===== src/rtl/spi_boot_loader.sv =====
// Boot loader: drives the SPI byte engine through a flash READ (03h) and copies LENGTH bytes to memory.
// Latency: GUARD + 5 engine transfers + controller issue/hold cycles to the first memWr.
// Backpressure: memWr/memA/memD are held until memReady on a ce cycle; no further SPI byte is issued meanwhile.
//
// Ports:
//   clock, reset(async, active low), ce (clock enable for all state)
//   spiStart/spiTx/spiCs -> SPI byte engine; spiRx/spiBusy <- engine
//   cpuStart/cpuTx/cpuCs/cpuRx : CPU-side port, connected through to the engine once boot is complete
//   memA/memD/memWr/memReady   : memory write port
//   done : boot complete, releases the CPU from reset
module spi_boot_loader #(
  parameter logic [23:0] FLASH_ADDR = 24'h000000,
  parameter int          LENGTH     = 16384,
  parameter int          ADDR_W     = 14,
  parameter int          GUARD      = 4
) (
  input  logic              clock,
  input  logic              reset,
  input  logic              ce,
  output logic              spiStart,
  output logic [7:0]        spiTx,
  output logic              spiCs,
  input  logic [7:0]        spiRx,
  input  logic              spiBusy,
  input  logic              cpuStart,
  input  logic [7:0]        cpuTx,
  input  logic              cpuCs,
  output logic [7:0]        cpuRx,
  output logic [ADDR_W-1:0] memA,
  output logic [7:0]        memD,
  output logic              memWr,
  input  logic              memReady,
  output logic              done
);

  localparam logic [3:0] GUARDW = 4'd0;
  localparam logic [3:0] CMD    = 4'd1;
  localparam logic [3:0] ADR2   = 4'd2;
  localparam logic [3:0] ADR1   = 4'd3;
  localparam logic [3:0] ADR0   = 4'd4;
  localparam logic [3:0] DATA   = 4'd5;
  localparam logic [3:0] WRITE  = 4'd6;
  localparam logic [3:0] FINISH = 4'd7;
  localparam logic [3:0] PASS   = 4'd8;

  // Sub-phases of one engine byte: issue the pulse, hold it for one ce cycle
  // (engine busy is not yet valid), then wait for busy to fall.
  localparam logic [1:0] PH_ISSUE = 2'd0;
  localparam logic [1:0] PH_HOLD  = 2'd1;
  localparam logic [1:0] PH_WAIT  = 2'd2;

  // Byte counter is one bit wider than the address so LENGTH = 2**ADDR_W is representable.
  localparam int               CW      = ADDR_W + 1;
  localparam logic [CW-1:0]    LEN_C   = CW'(LENGTH);
  localparam int               GW      = $clog2(GUARD + 1) + 1;
  localparam logic [31:0]      GUARD_C = 32'(GUARD);

  logic [3:0]        state_q, state_d;
  logic [1:0]        phase_q, phase_d;
  logic [GW-1:0]     gcnt_q, gcnt_d;
  logic [CW-1:0]     cnt_q, cnt_d;
  logic [ADDR_W-1:0] addr_q, addr_d;
  logic [7:0]        dat_q, dat_d;
  logic [7:0]        tx_q, tx_d;
  logic              start_q, start_d;
  logic              cs_q, cs_d;
  logic              wr_q, wr_d;
  logic              done_q, done_d;
  logic [7:0]        byte_tx;
  logic              pass;

  always_comb begin
    byte_tx = 8'hFF;
    case (state_q)
      CMD:     byte_tx = 8'h03;
      ADR2:    byte_tx = FLASH_ADDR[23:16];
      ADR1:    byte_tx = FLASH_ADDR[15:8];
      ADR0:    byte_tx = FLASH_ADDR[7:0];
      default: byte_tx = 8'hFF;
    endcase
  end

  always_comb begin
    state_d = state_q;
    phase_d = phase_q;
    gcnt_d  = gcnt_q;
    cnt_d   = cnt_q;
    addr_d  = addr_q;
    dat_d   = dat_q;
    tx_d    = tx_q;
    start_d = start_q;
    cs_d    = cs_q;
    wr_d    = wr_q;
    done_d  = done_q;

    case (state_q)
      GUARDW: begin
        if (({{(32-GW){1'b0}}, gcnt_q} + 32'd1) >= GUARD_C) begin
          if (LENGTH == 0) begin
            state_d = FINISH;
          end else begin
            cs_d    = 1'b0;
            phase_d = PH_ISSUE;
            state_d = CMD;
          end
        end else begin
          gcnt_d = gcnt_q + GW'(1);
        end
      end

      CMD, ADR2, ADR1, ADR0, DATA: begin
        case (phase_q)
          PH_ISSUE: begin
            start_d = 1'b1;
            tx_d    = byte_tx;
            phase_d = PH_HOLD;
          end
          PH_HOLD: begin
            start_d = 1'b0;
            phase_d = PH_WAIT;
          end
          default: begin
            if (!spiBusy) begin
              phase_d = PH_ISSUE;
              case (state_q)
                CMD:     state_d = ADR2;
                ADR2:    state_d = ADR1;
                ADR1:    state_d = ADR0;
                ADR0:    state_d = DATA;
                default: begin
                  dat_d   = spiRx;
                  wr_d    = 1'b1;
                  state_d = WRITE;
                end
              endcase
            end
          end
        endcase
      end

      WRITE: begin
        if (memReady) begin
          wr_d   = 1'b0;
          cnt_d  = cnt_q + CW'(1);
          addr_d = addr_q + ADDR_W'(1);
          if ((cnt_q + CW'(1)) == LEN_C) begin
            cs_d    = 1'b1;
            state_d = FINISH;
          end else begin
            phase_d = PH_ISSUE;
            state_d = DATA;
          end
        end
      end

      FINISH: begin
        cs_d    = 1'b1;
        done_d  = 1'b1;
        state_d = PASS;
      end

      PASS: begin
        state_d = PASS;
      end

      default: state_d = GUARDW;
    endcase
  end

  always_ff @(posedge clock or negedge reset) begin
    if (!reset) begin
      state_q <= GUARDW;
      phase_q <= PH_ISSUE;
      gcnt_q  <= '0;
      cnt_q   <= '0;
      addr_q  <= '0;
      dat_q   <= 8'h00;
      tx_q    <= 8'h00;
      start_q <= 1'b0;
      cs_q    <= 1'b1;
      wr_q    <= 1'b0;
      done_q  <= 1'b0;
    end else if (ce) begin
      state_q <= state_d;
      phase_q <= phase_d;
      gcnt_q  <= gcnt_d;
      cnt_q   <= cnt_d;
      addr_q  <= addr_d;
      dat_q   <= dat_d;
      tx_q    <= tx_d;
      start_q <= start_d;
      cs_q    <= cs_d;
      wr_q    <= wr_d;
      done_q  <= done_d;
    end
  end

  // After boot the engine belongs to the CPU port; the mux is combinational so
  // CPU timing is unchanged. Before PASS the CPU inputs are simply ignored.
  assign pass     = (state_q == PASS);
  assign spiStart = pass ? cpuStart : start_q;
  assign spiTx    = pass ? cpuTx    : tx_q;
  assign spiCs    = pass ? cpuCs    : cs_q;
  assign cpuRx    = spiRx;
  assign memA     = addr_q;
  assign memD     = dat_q;
  assign memWr    = wr_q;
  assign done     = done_q;

endmodule


===== config.mk =====
export PLATFORM = sky130hd
export DESIGN_NAME = spi_boot_loader
export DESIGN_NICKNAME = d
export VERILOG_FILES = /design/src/rtl/spi_boot_loader.sv
export SDC_FILE = /design/constraint.sdc
export NUM_CORES = 1
export LEC_CHECK = 0
export CAP_MARGIN = 20
export CORE_MARGIN = 5
export CORE_UTILIZATION = 24
export DETAILED_ROUTE_END_ITERATION = 10
export PLACE_DENSITY = 0.51
export SYNTH_ARGS = -nofsm -noshare
export SYNTH_HDL_FRONTEND = slang
export SYNTH_SLANG_ARGS = --single-unit
export TNS_END_PERCENT = 20

===== constraint.sdc =====
create_clock -name clock -period 2 [get_ports clock]
set_input_delay 0.6 -clock clock [delete_from_list [all_inputs] [get_ports clock]]
set_output_delay 0.6 -clock clock [all_outputs]
set_load 0.1 [all_outputs]

==> results of run 1 <==
per-stage QoR:
stage | setup WS, ns | instances
2_1_floorplan | -0.164 | 287
3_5_place_dp | -0.432 | 519
3_3_place_gp | -0.388 | 519
4_1_cts | -0.154 | 529
5_1_grt | -0.238 | 530
6_report | -0.133 | 530
worst reg2reg max path, stage by stage, from the launching register on:
cell and delay [ns]:
dfrtp_2 0.41, buf_4 0.17, and4bb_2 0.28, a21boi_2 0.20, o311a_1 0.24, o31ai_2 0.11
nor4_2 0.23, mux2_2 0.37
layer usage:
| layer | share of wire | vias to the layer above | wire length (um) |
|---|---|---|---|
| met3 | 0.039 | 6 | 280 |
| met5 | 0 | - | 0 |
| met2 | 0.51 | 32 | 3630 |
| met4 | 0.0095 | 0 | 68 |
| li1 | - | 1191 | - |
| met1 | 0.44 | 1156 | 3180 |
repair_timing:
action,in CTS,in global routing
pin swaps,2,10
endpoints found under the setup margin,25,31
gates resized for setup,10,13
hold endpoints to repair,0,0
buffers inserted,2,1
cell usage in the layout, fill, tap and decap left out, types with 10 or more instances in the layout:
cell,instances
buf_4,38
nor2_1,12
xor2_1,10
xnor2_1,23
dfrtp_1,47
nand4_1,11
buf_12,45
nand2_1,34
nand3_1,20
mux2_2,14
clkdlybuf4s50_1,21
power breakdown:
| part | internal (mW) | switching (mW) |
|---|---|---|
| registers | 1.26 | 0.190 |
| logic | 1.40 | 2.16 |
| clock network | 0.601 | 0.432 |
registers in the layout, indices dropped and copies added (netlist names):
register,count
memD,8
phase_q,2
done,1
cs_q,1
start_q,1
cnt_q,15
gcnt_q,4
state_q,4
memWr,1
tx_q,2
memA,14
layout make-up:
cell class              instances  area [um2]  area share
clock buffers                   5         125      0.0267
clock inverters                 3        47.5      0.0102
inverters                       7        26.3     0.00561
multi-input cells             208        1540       0.329
flip-flops and latches         53        1330       0.285
well taps                     147         184      0.0393
repair buffers                107        1420       0.304
path summary, 6_finish.rpt:
| check | start | endpoint | slack [ns] | cells past startpoint |
|---|---|---|---|---|
| hold reg to reg | gcnt_q[3]$_DFFE_PN0P_ | gcnt_q[3]$_DFFE_PN0P_ | 0.42 | 0 |
| min in group clock | gcnt_q[3]$_DFFE_PN0P_ | gcnt_q[3]$_DFFE_PN0P_ | 0.42 | 0 |
| setup reg to reg | state_q[0]$_DFFE_PN0P_ | tx_q[1]$_DFFE_PN0P_ | -0.12 | 7 |
| setup / recovery | ce | tx_q[1]$_DFFE_PN0P_ | -0.13 | 6 |
| hold / removal | reset | done$_DFFE_PN0P_ | 0.22 | 1 |
| max in group asynchronous | reset | cnt_q[2]$_DFFE_PN0P_ | 1.28 | 2 |
logic make-up (layout without fill, tap and decap cells):
family	Yosys count	in the layout	share of synthesized area
AOI/OAI and AO/OA	28	28	0.0716
xor gates and xnor gates	33	33	0.0990
adders and majority gates	4	4	0.0171
buffers and inverters	26	122	0.0497
DFF	53	53	0.455
muxes	14	14	0.0540
and+or+nand+nor	129	129	0.254
==> impl_metrics.py, run 1 <==
metrics = {
    "outcome": {
        "status": "complete, but fails checks",
        "violations": "setup timing",
    },
    "clocking": {
        "clkTransAtPathRegs_ns": 0.07,
        "root_buffer": "clkbuf_16",
        "clock_path_buffers": 2,
        "cts-buffers-inserted": 5,
        "cts_tree": "done",
        "clk_latency_ns": 0.30,
        "htreeDepth": 2,
        "clock-sinks": 53,
        "postCtsHoldBufs": 0,
    },
    "timing": {
        "fin_crit_sh": 1.07,
        "slew_headroom": 0.709,
        "worst_slack_ns": -0.133,
        "hold_viol": 0,
        "setup_viol": 24,
        "slew_viol_final": 0,
        "worst_pin_slew_ns": 0.437,
        "timing.hold.ws_ns": 0.218,
        "period_needed_ns": 2.13,
        "skew_ns": 0.00934,
        "finalSetupTns_ns": -2.11,
        "rsz0062_at_grt": "true",
        "fmax_mhz": 469,
    },
    "yosys": {
        "synth_ff_type": "dfrtp_1",
        "async_flop_share": 1.00,
        "synth_commonest_cells": "52 x dfrtp_1, 41 x nand2_1, 23 x nand3_1, 23 x xnor2_1, 15 x nor2_1",
        "ys_seq_elements": 53,
        "synth_area_um2": 2920,
        "yosys-top-cells-area": "dfrtp_1 45%, xnor2_1 6.9%, mux2_2 5.4%",
        "yosysMostFrequentCell": "dfrtp_1",
        "synth.avg_cell_area_um2": 10.2,
        "yosys_warnings": 0,
        "synth_edf_count": 0,
        "seq_area_frac_synth": 0.455,
        "synthCells": 287,
        "syn-num-nets": 314,
        "synthDistinctLibCells": 53,
        "synth_top_cell_by_area": "dfrtp_1",
        "yosysTopAreaCellShare": 0.446,
    },
    "power": {
        "ir_worst_vdd_mv": 0.534,
        "power_mw": 6.05,
        "p_leak_nw": 2.05,
        "power.density_nw_per_um2": 1290,
    },
    "die": {
        "die_area_um2": 14500,
        "core_area_um2": 12000,
        "num_io_pins": 65,
        "die_w_um": 120,
        "die_h_um": 120,
        "start_util": 0.244,
        "rows": 40,
    },
    "worst_setup_path": {
        "cp-end-kind": "register",
        "setup.worst_path.class": "input port to register",
        "crit_path_max_fanout": 5,
        "critPathBufInv": 1,
        "crit_path_max_incr_delay_ns": 0.53,
        "cp-start-kind": "input port",
        "cp.required_ns": 2.18,
        "crit_chain": "clkdlybuf4s50_1, a21boi_2, o311a_1, o31ai_2, nor4_2, mux2_2",
        "critPathSlowestCell": "clkdlybuf4s50_1",
        "cp.arrival_ns": 2.31,
        "cp_top_family": "compound AO/OA/AOI/OAI gates",
    },
    "global_route": {
        "grt_pass1_wl_um": 12300,
        "use_met3": 0.0290,
        "antenna_found_initial": 0,
        "grt_use_total": 0.104,
        "grt_max_degree": 29,
        "gr-usage-met1": 0.132,
        "overflow": 0,
        "gr-max-usage-layer": "met2",
        "grt_pass1_vias": 2464,
        "met2_usage": 0.176,
    },
    "final_layout": {
        "diodes": 0,
        "nets": 409,
        "fillers": 1150,
        "fin_util": 0.392,
        "final_area_um2": 4680,
        "areaGrowthSynthToFinish_pct": 60.4,
        "drive_above_1_share": 0.399,
    },
    "route": {
        "drt_iter0_drc": 57,
        "routed_wl_um": 7160,
        "routed-via-count": 2385,
        "detail-route-antenna-nets": 0,
        "vias_per_cell": 4.50,
        "first_pass_iters": 4,
        "route.detailed.drc": 0,
        "routedWlPerCell_um": 13.5,
    },
    "hold_path": {
        "hold_path.class": "input port to asynchronous set/reset pin",
    },
    "placement": {
        "portBuffers": 64,
        "dpl-instance-area_um2": 4400,
        "gp_congestion": 0.766,
        "dp_hpwl_um": 5470,
    },
    "job": {
        "maxCapViolCount": 0,
    },
}
No activity file was read; power rests on OpenSTA's default activity.
==> inputs of run 2 (changes only) <==
--- a/config.mk
+++ b/config.mk
@@ -13,4 +13,3 @@
 export SYNTH_ARGS = -nofsm -noshare
 export SYNTH_HDL_FRONTEND = slang
 export SYNTH_SLANG_ARGS = --single-unit
-export TNS_END_PERCENT = 20
==> impl_metrics.py, run 2 (synthesized netlist as in run 1, its figures left out) <==
metrics = {
    "placement": {
        "portBuffers": 64,
        "gp_congestion": 0.777,
        "dp_hpwl_um": 5250,
    },
    "final_layout": {
        "top_register": "cnt_q",
        "fin_util": 0.412,
        "layout.cells.most_common": "buf_12",
        "diodes": 0,
        "largest_reg_flops": 15,
        "nets": 418,
        "final_cell_mix": "47 x buf_12, 46 x dfrtp_1, 42 x buf_4",
        "areaGrowthSynthToFinish_pct": 68.8,
        "drive_above_1_share": 0.441,
    },
    "clocking": {
        "clk_latency_ns": 0.29,
        "htreeDepth": 2,
        "clkTransAtPathRegs_ns": 0.07,
        "clock_path_buffers": 2,
        "cts-buffers-inserted": 5,
        "clock-sinks": 53,
        "cts_tree": "done",
        "root_buffer": "clkbuf_16",
    },
    "timing": {
        "period_needed_ns": 2.15,
        "rsz0062_at_grt": "true",
        "skew_ns": 0.00492,
        "setup_viol": 21,
        "fmax_mhz": 466,
        "timing.hold.ws_ns": 0.292,
        "worst_pin_slew_ns": 0.488,
        "fin_crit_sh": 1.07,
        "slew_headroom": 0.670,
        "worst_slack_ns": -0.148,
        "hold_viol": 0,
        "slew_viol_final": 0,
    },
    "global_route": {
        "grt_max_degree": 54,
        "gr-usage-met1": 0.127,
        "met2_usage": 0.185,
        "grt_pass1_vias": 2474,
        "antenna_found_initial": 0,
        "use_met3": 0.0182,
        "grt_use_total": 0.104,
        "grt_pass1_wl_um": 12300,
        "gr-max-usage-layer": "met2",
        "overflow": 0,
    },
    "die": {
        "die_h_um": 120,
        "rows": 40,
        "num_io_pins": 65,
        "die_area_um2": 14500,
        "start_util": 0.244,
        "core_area_um2": 12000,
        "die_w_um": 120,
    },
    "job": {
        "maxCapViolCount": 0,
    },
    "route": {
        "first_pass_iters": 4,
        "routed-via-count": 2458,
        "routedWlPerCell_um": 13.8,
        "drt_iter0_drc": 71,
        "routed_wl_um": 7430,
        "detail-route-antenna-nets": 0,
        "vias_per_cell": 4.56,
        "route.detailed.drc": 0,
    },
    "power": {
        "power.density_nw_per_um2": 1280,
        "internal_power_mw": 3.42,
        "p_leak_nw": 2.15,
        "swShare": 0.456,
        "ir_worst_vdd_mv": 0.464,
        "combPwrFrac": 0.617,
        "clkPwrFrac": 0.146,
        "power.switching_mw": 2.86,
        "power_mw": 6.29,
        "pwr-share-seq": 0.237,
    },
    "worst_setup_path": {
        "cp-start-kind": "register",
        "setup.worst_path.class": "register to primary output",
        "crit_path_max_fanout": 4,
        "cp-end-kind": "primary output",
        "worstRegToRegCells": 8,
        "cp.arrival_ns": 1.55,
        "cp.required_ns": 1.40,
    },
    "outcome": {
        "violations": "setup timing",
        "status": "complete, but fails checks",
    },
    "hold_path": {
        "hold_path.class": "input port to asynchronous set/reset pin",
    },
}
## run 2: cell count changes in the layout (fill, tap and decap cells not counted), sizes merged
cell | before | now
buf | 86 | 95
clkdlybuf4s50 | 21 | 18
dlygate4sd2 | 0 | 3
clkbuf | 5 | 7
inv | 9 | 7
bufinv | 1 | 0
clkinv | 0 | 1
## run 2: metrics by stage
stage          cell area, um2  instances  TNS, ns  worst slack [ns]
3_5_place_dp             4410        517    -8.54            -0.461
6_report                 4930        539    -1.78            -0.148
5_1_grt                  4930        539    -4.24            -0.247
4_1_cts                  4800        535    -2.51            -0.169
3_3_place_gp             4410        517    -7.96            -0.383
2_1_floorplan            2940        287    -1.38            -0.164
## run 2: power groups by stage
| stage | Combinational, mW | Clock [mW] | Sequential, mW |
|---|---|---|---|
| after floorplan | 1.69 | 0 | 1.90 |
| after global placement | 3.51 | 0 | 1.51 |
| after detailed placement | 3.53 | 0 | 1.51 |
| after CTS | 3.85 | 0.971 | 1.48 |
| after global routing | 4.05 | 0.996 | 1.52 |
| final | 3.88 | 0.919 | 1.49 |
## run 2: critical path, stage by stage, from the launching register on
cell     delay (ns)
dfrtp_2        0.45
nor3_4         0.22
nand2_2        0.11
mux2_2         0.31
buf_12         0.17
## run 2: routing by layer
metal | up-vias | share of wire | wire length, um
li1 | 1204 | - | -
met5 | - | 0 | 0
met4 | 0 | 0.0094 | 70
met3 | 5 | 0.034 | 255
met2 | 41 | 0.53 | 3930
met1 | 1208 | 0.43 | 3170
## run 2: repair_timing
action                                  in CTS  in global routing
resized for setup                           37                 22
setup buffers                               10                  7
endpoints found under the setup margin      24                 37
pin swaps                                   16                 19
hold buffers                                 0                  0
## run 2: path summary, 6_finish.rpt
path	startpoint	end	slack [ns]
min reg2reg	gcnt_q[3]$_DFFE_PN0P_	gcnt_q[3]$_DFFE_PN0P_	0.44
max in group asynchronous	reset	memA[2]$_DFFE_PN0P_	1.43
min	reset	memWr$_DFFE_PN0P_	0.29
max reg2reg	state_q[0]$_DFFE_PN0P_	memA[13]$_DFFE_PN0P_	-0.13
min in group clock	gcnt_q[3]$_DFFE_PN0P_	gcnt_q[3]$_DFFE_PN0P_	0.44
max	state_q[0]$_DFFE_PN0P_	spiStart	-0.15
## run 2: area by class of cell
cell class	count	area, um2
fill	1141	7030
multi-input combinational	208	1700
timing repair buffer	116	1520
sequential	53	1340
tap	147	184
clock buffer	7	153
inverter	7	26.3
clock inverter	1	5.00
==> inputs of run 3 (changes only) <==
--- a/config.mk
+++ b/config.mk
@@ -6,6 +6,7 @@
 export NUM_CORES = 1
 export LEC_CHECK = 0
 export CAP_MARGIN = 20
+export CORE_ASPECT_RATIO = 1.75
 export CORE_MARGIN = 5
 export CORE_UTILIZATION = 24
 export DETAILED_ROUTE_END_ITERATION = 10
==> impl_metrics.py, run 3 (synthesized netlist as in run 1, its figures left out) <==
metrics = {
    "die": {
        "start_util": 0.243,
        "rows": 53,
        "die_h_um": 156,
        "die_area_um2": 14600,
        "core_area_um2": 12000,
        "die_w_um": 93.4,
        "num_io_pins": 65,
    },
    "final_layout": {
        "largest_reg_flops": 15,
        "top_register": "cnt_q",
        "areaGrowthSynthToFinish_pct": 64.3,
        "drive_above_1_share": 0.417,
        "final_area_um2": 4790,
        "nets": 410,
        "diodes": 0,
        "final_cell_mix": "47 x dfrtp_1, 44 x buf_12, 38 x buf_4",
        "layout.cells.most_common": "dfrtp_1",
    },
    "placement": {
        "gp_congestion": 0.775,
        "portBuffers": 64,
        "dpl-instance-area_um2": 4360,
        "dp_hpwl_um": 5870,
    },
    "worst_setup_path": {
        "critPathSlowestCell": "dfrtp_2",
        "crit_chain": "nor3_4, nand2_2, mux2_2, buf_12",
        "r2r-end": "state_q[1]$_DFFE_PN0P_",
        "critPathBufInv": 1,
        "worstRegToRegCells": 7,
        "cp_top_family": "flip-flops",
        "cp-end-kind": "primary output",
        "cp.arrival_ns": 1.57,
        "cp-start-kind": "register",
        "cp.required_ns": 1.40,
        "rr_startpoint": "state_q[1]$_DFFE_PN0P_",
        "crit_path_max_fanout": 4,
        "regToRegSetupSlack_ns": -0.10,
        "setup.worst_path.class": "register to primary output",
        "crit_path_max_incr_delay_ns": 0.44,
    },
    "clocking": {
        "cts-buffers-inserted": 5,
        "clk_latency_ns": 0.30,
        "clock_path_buffers": 2,
        "htreeDepth": 2,
        "clkTransAtPathRegs_ns": 0.07,
        "root_buffer": "clkbuf_16",
        "cts_tree": "done",
        "clock-sinks": 53,
    },
    "global_route": {
        "grt_use_total": 0.108,
        "grt_pass1_vias": 2538,
        "antenna_found_initial": 0,
        "grt_pass1_wl_um": 12300,
        "overflow": 0,
        "grt_max_degree": 54,
    },
    "timing": {
        "finalSetupTns_ns": -1.58,
        "slew_viol_final": 0,
        "hold_viol": 0,
        "fin_crit_sh": 1.08,
        "slew_headroom": 0.688,
        "period_needed_ns": 2.17,
        "worst_pin_slew_ns": 0.461,
        "fmax_mhz": 461,
        "timing.hold.ws_ns": 0.288,
        "skew_ns": 0.00520,
        "worst_slack_ns": -0.168,
        "rsz0062_at_grt": "true",
        "setup_viol": 19,
    },
    "hold_path": {
        "hold_path.class": "input port to asynchronous set/reset pin",
    },
    "route": {
        "routedWlPerCell_um": 14.3,
        "routed-via-count": 2467,
        "routed_wl_um": 7840,
        "drt_iter0_drc": 62,
        "route.detailed.drc": 0,
        "vias_per_cell": 4.49,
        "first_pass_iters": 4,
        "detail-route-antenna-nets": 0,
    },
    "power": {
        "power.switching_mw": 2.87,
        "swShare": 0.468,
        "clkPwrFrac": 0.143,
        "power_mw": 6.15,
        "ir_worst_vdd_mv": 0.372,
        "internal_power_mw": 3.27,
        "combPwrFrac": 0.615,
        "power.density_nw_per_um2": 1280,
        "p_leak_nw": 2.08,
        "pwr-share-seq": 0.242,
    },
    "outcome": {
        "violations": "setup timing",
        "status": "complete, but fails checks",
    },
    "job": {
        "maxCapViolCount": 0,
    },
}
## run 3: changes by cell type in the layout (fill, tap and decap cells not counted), sizes merged
cell,change
buf,-8
dlygate4sd2,-3
clkinv,-1
clkbuf,+1
clkdlybuf4s50,+1
dlymetal6s2s,+2
## run 3: cell type report
class,count,area [um2]
Clock buffer,8,146
Fill cell,1134,7210
Inverter,7,26.3
Multi-Input combinational cell,208,1650
Sequential cell,53,1330
Tap cell,165,206
Timing Repair Buffer,108,1430
## run 3: metal layers
metal / global-route usage / wire (um) / vias up
li1: - / - / 1189
met1: 0.104 / 2730 / 1218
met2: 0.213 / 4640 / 46
met3: 0.0208 / 261 / 14
met4: 0.0468 / 204 / 0
met5: 0 / 0 / -
## run 3: power by group through the flow
stage	Sequential, mW	Clock, mW	Combinational [mW]
3_5_place_dp	1.52	0	3.43
3_3_place_gp	1.51	0	3.40
6_report	1.49	0.880	3.78
4_1_cts	1.48	0.913	3.60
5_1_grt	1.52	0.947	3.95
2_1_floorplan	1.90	0	1.69
## run 3: worst max path at each step
stage	slack [ns]	cells past startpoint	startpoint	to
floorplan	-0.16	5	state_q[0]$_DFFE_PN0P_	spiTx[0]
global placement	-0.32	7	memReady	tx_q[1]$_DFFE_PN0P_
detailed placement	-0.37	7	memReady	tx_q[1]$_DFFE_PN0P_
CTS	-0.17	4	state_q[1]$_DFFE_PN0P_	spiCs
global route	-0.23	4	state_q[1]$_DFFE_PN0P_	spiCs
finish	-0.17	4	state_q[1]$_DFFE_PN0P_	spiCs
## run 3: worst register-to-register path: stages (launching register included)
cell and delay [ns]:
dfrtp_2 0.44, buf_4 0.17, or3_4 0.40, or3_4 0.37, o211ai_4 0.20, nor4b_1 0.10, a2111oi_2 0.22, nor2_1 0.09
## run 3: metrics by stage
stage                     setup slack, ns  std cells   util
after floorplan                    -0.164        287      -
after global placement             -0.317        531  0.363
after detailed placement           -0.372        531  0.363
after CTS                          -0.170        543  0.384
after global routing               -0.225        549  0.399
final                              -0.168        549  0.399
## run 3: timing repair
| item | 4_1_cts | 5_1_grt |
|---|---|---|
| resized for setup | 19 | 28 |
| pin swaps | 5 | 10 |
| setup endpoints to repair | 22 | 27 |
| hold buffers | 0 | 0 |
| buffers inserted | 4 | 6 |
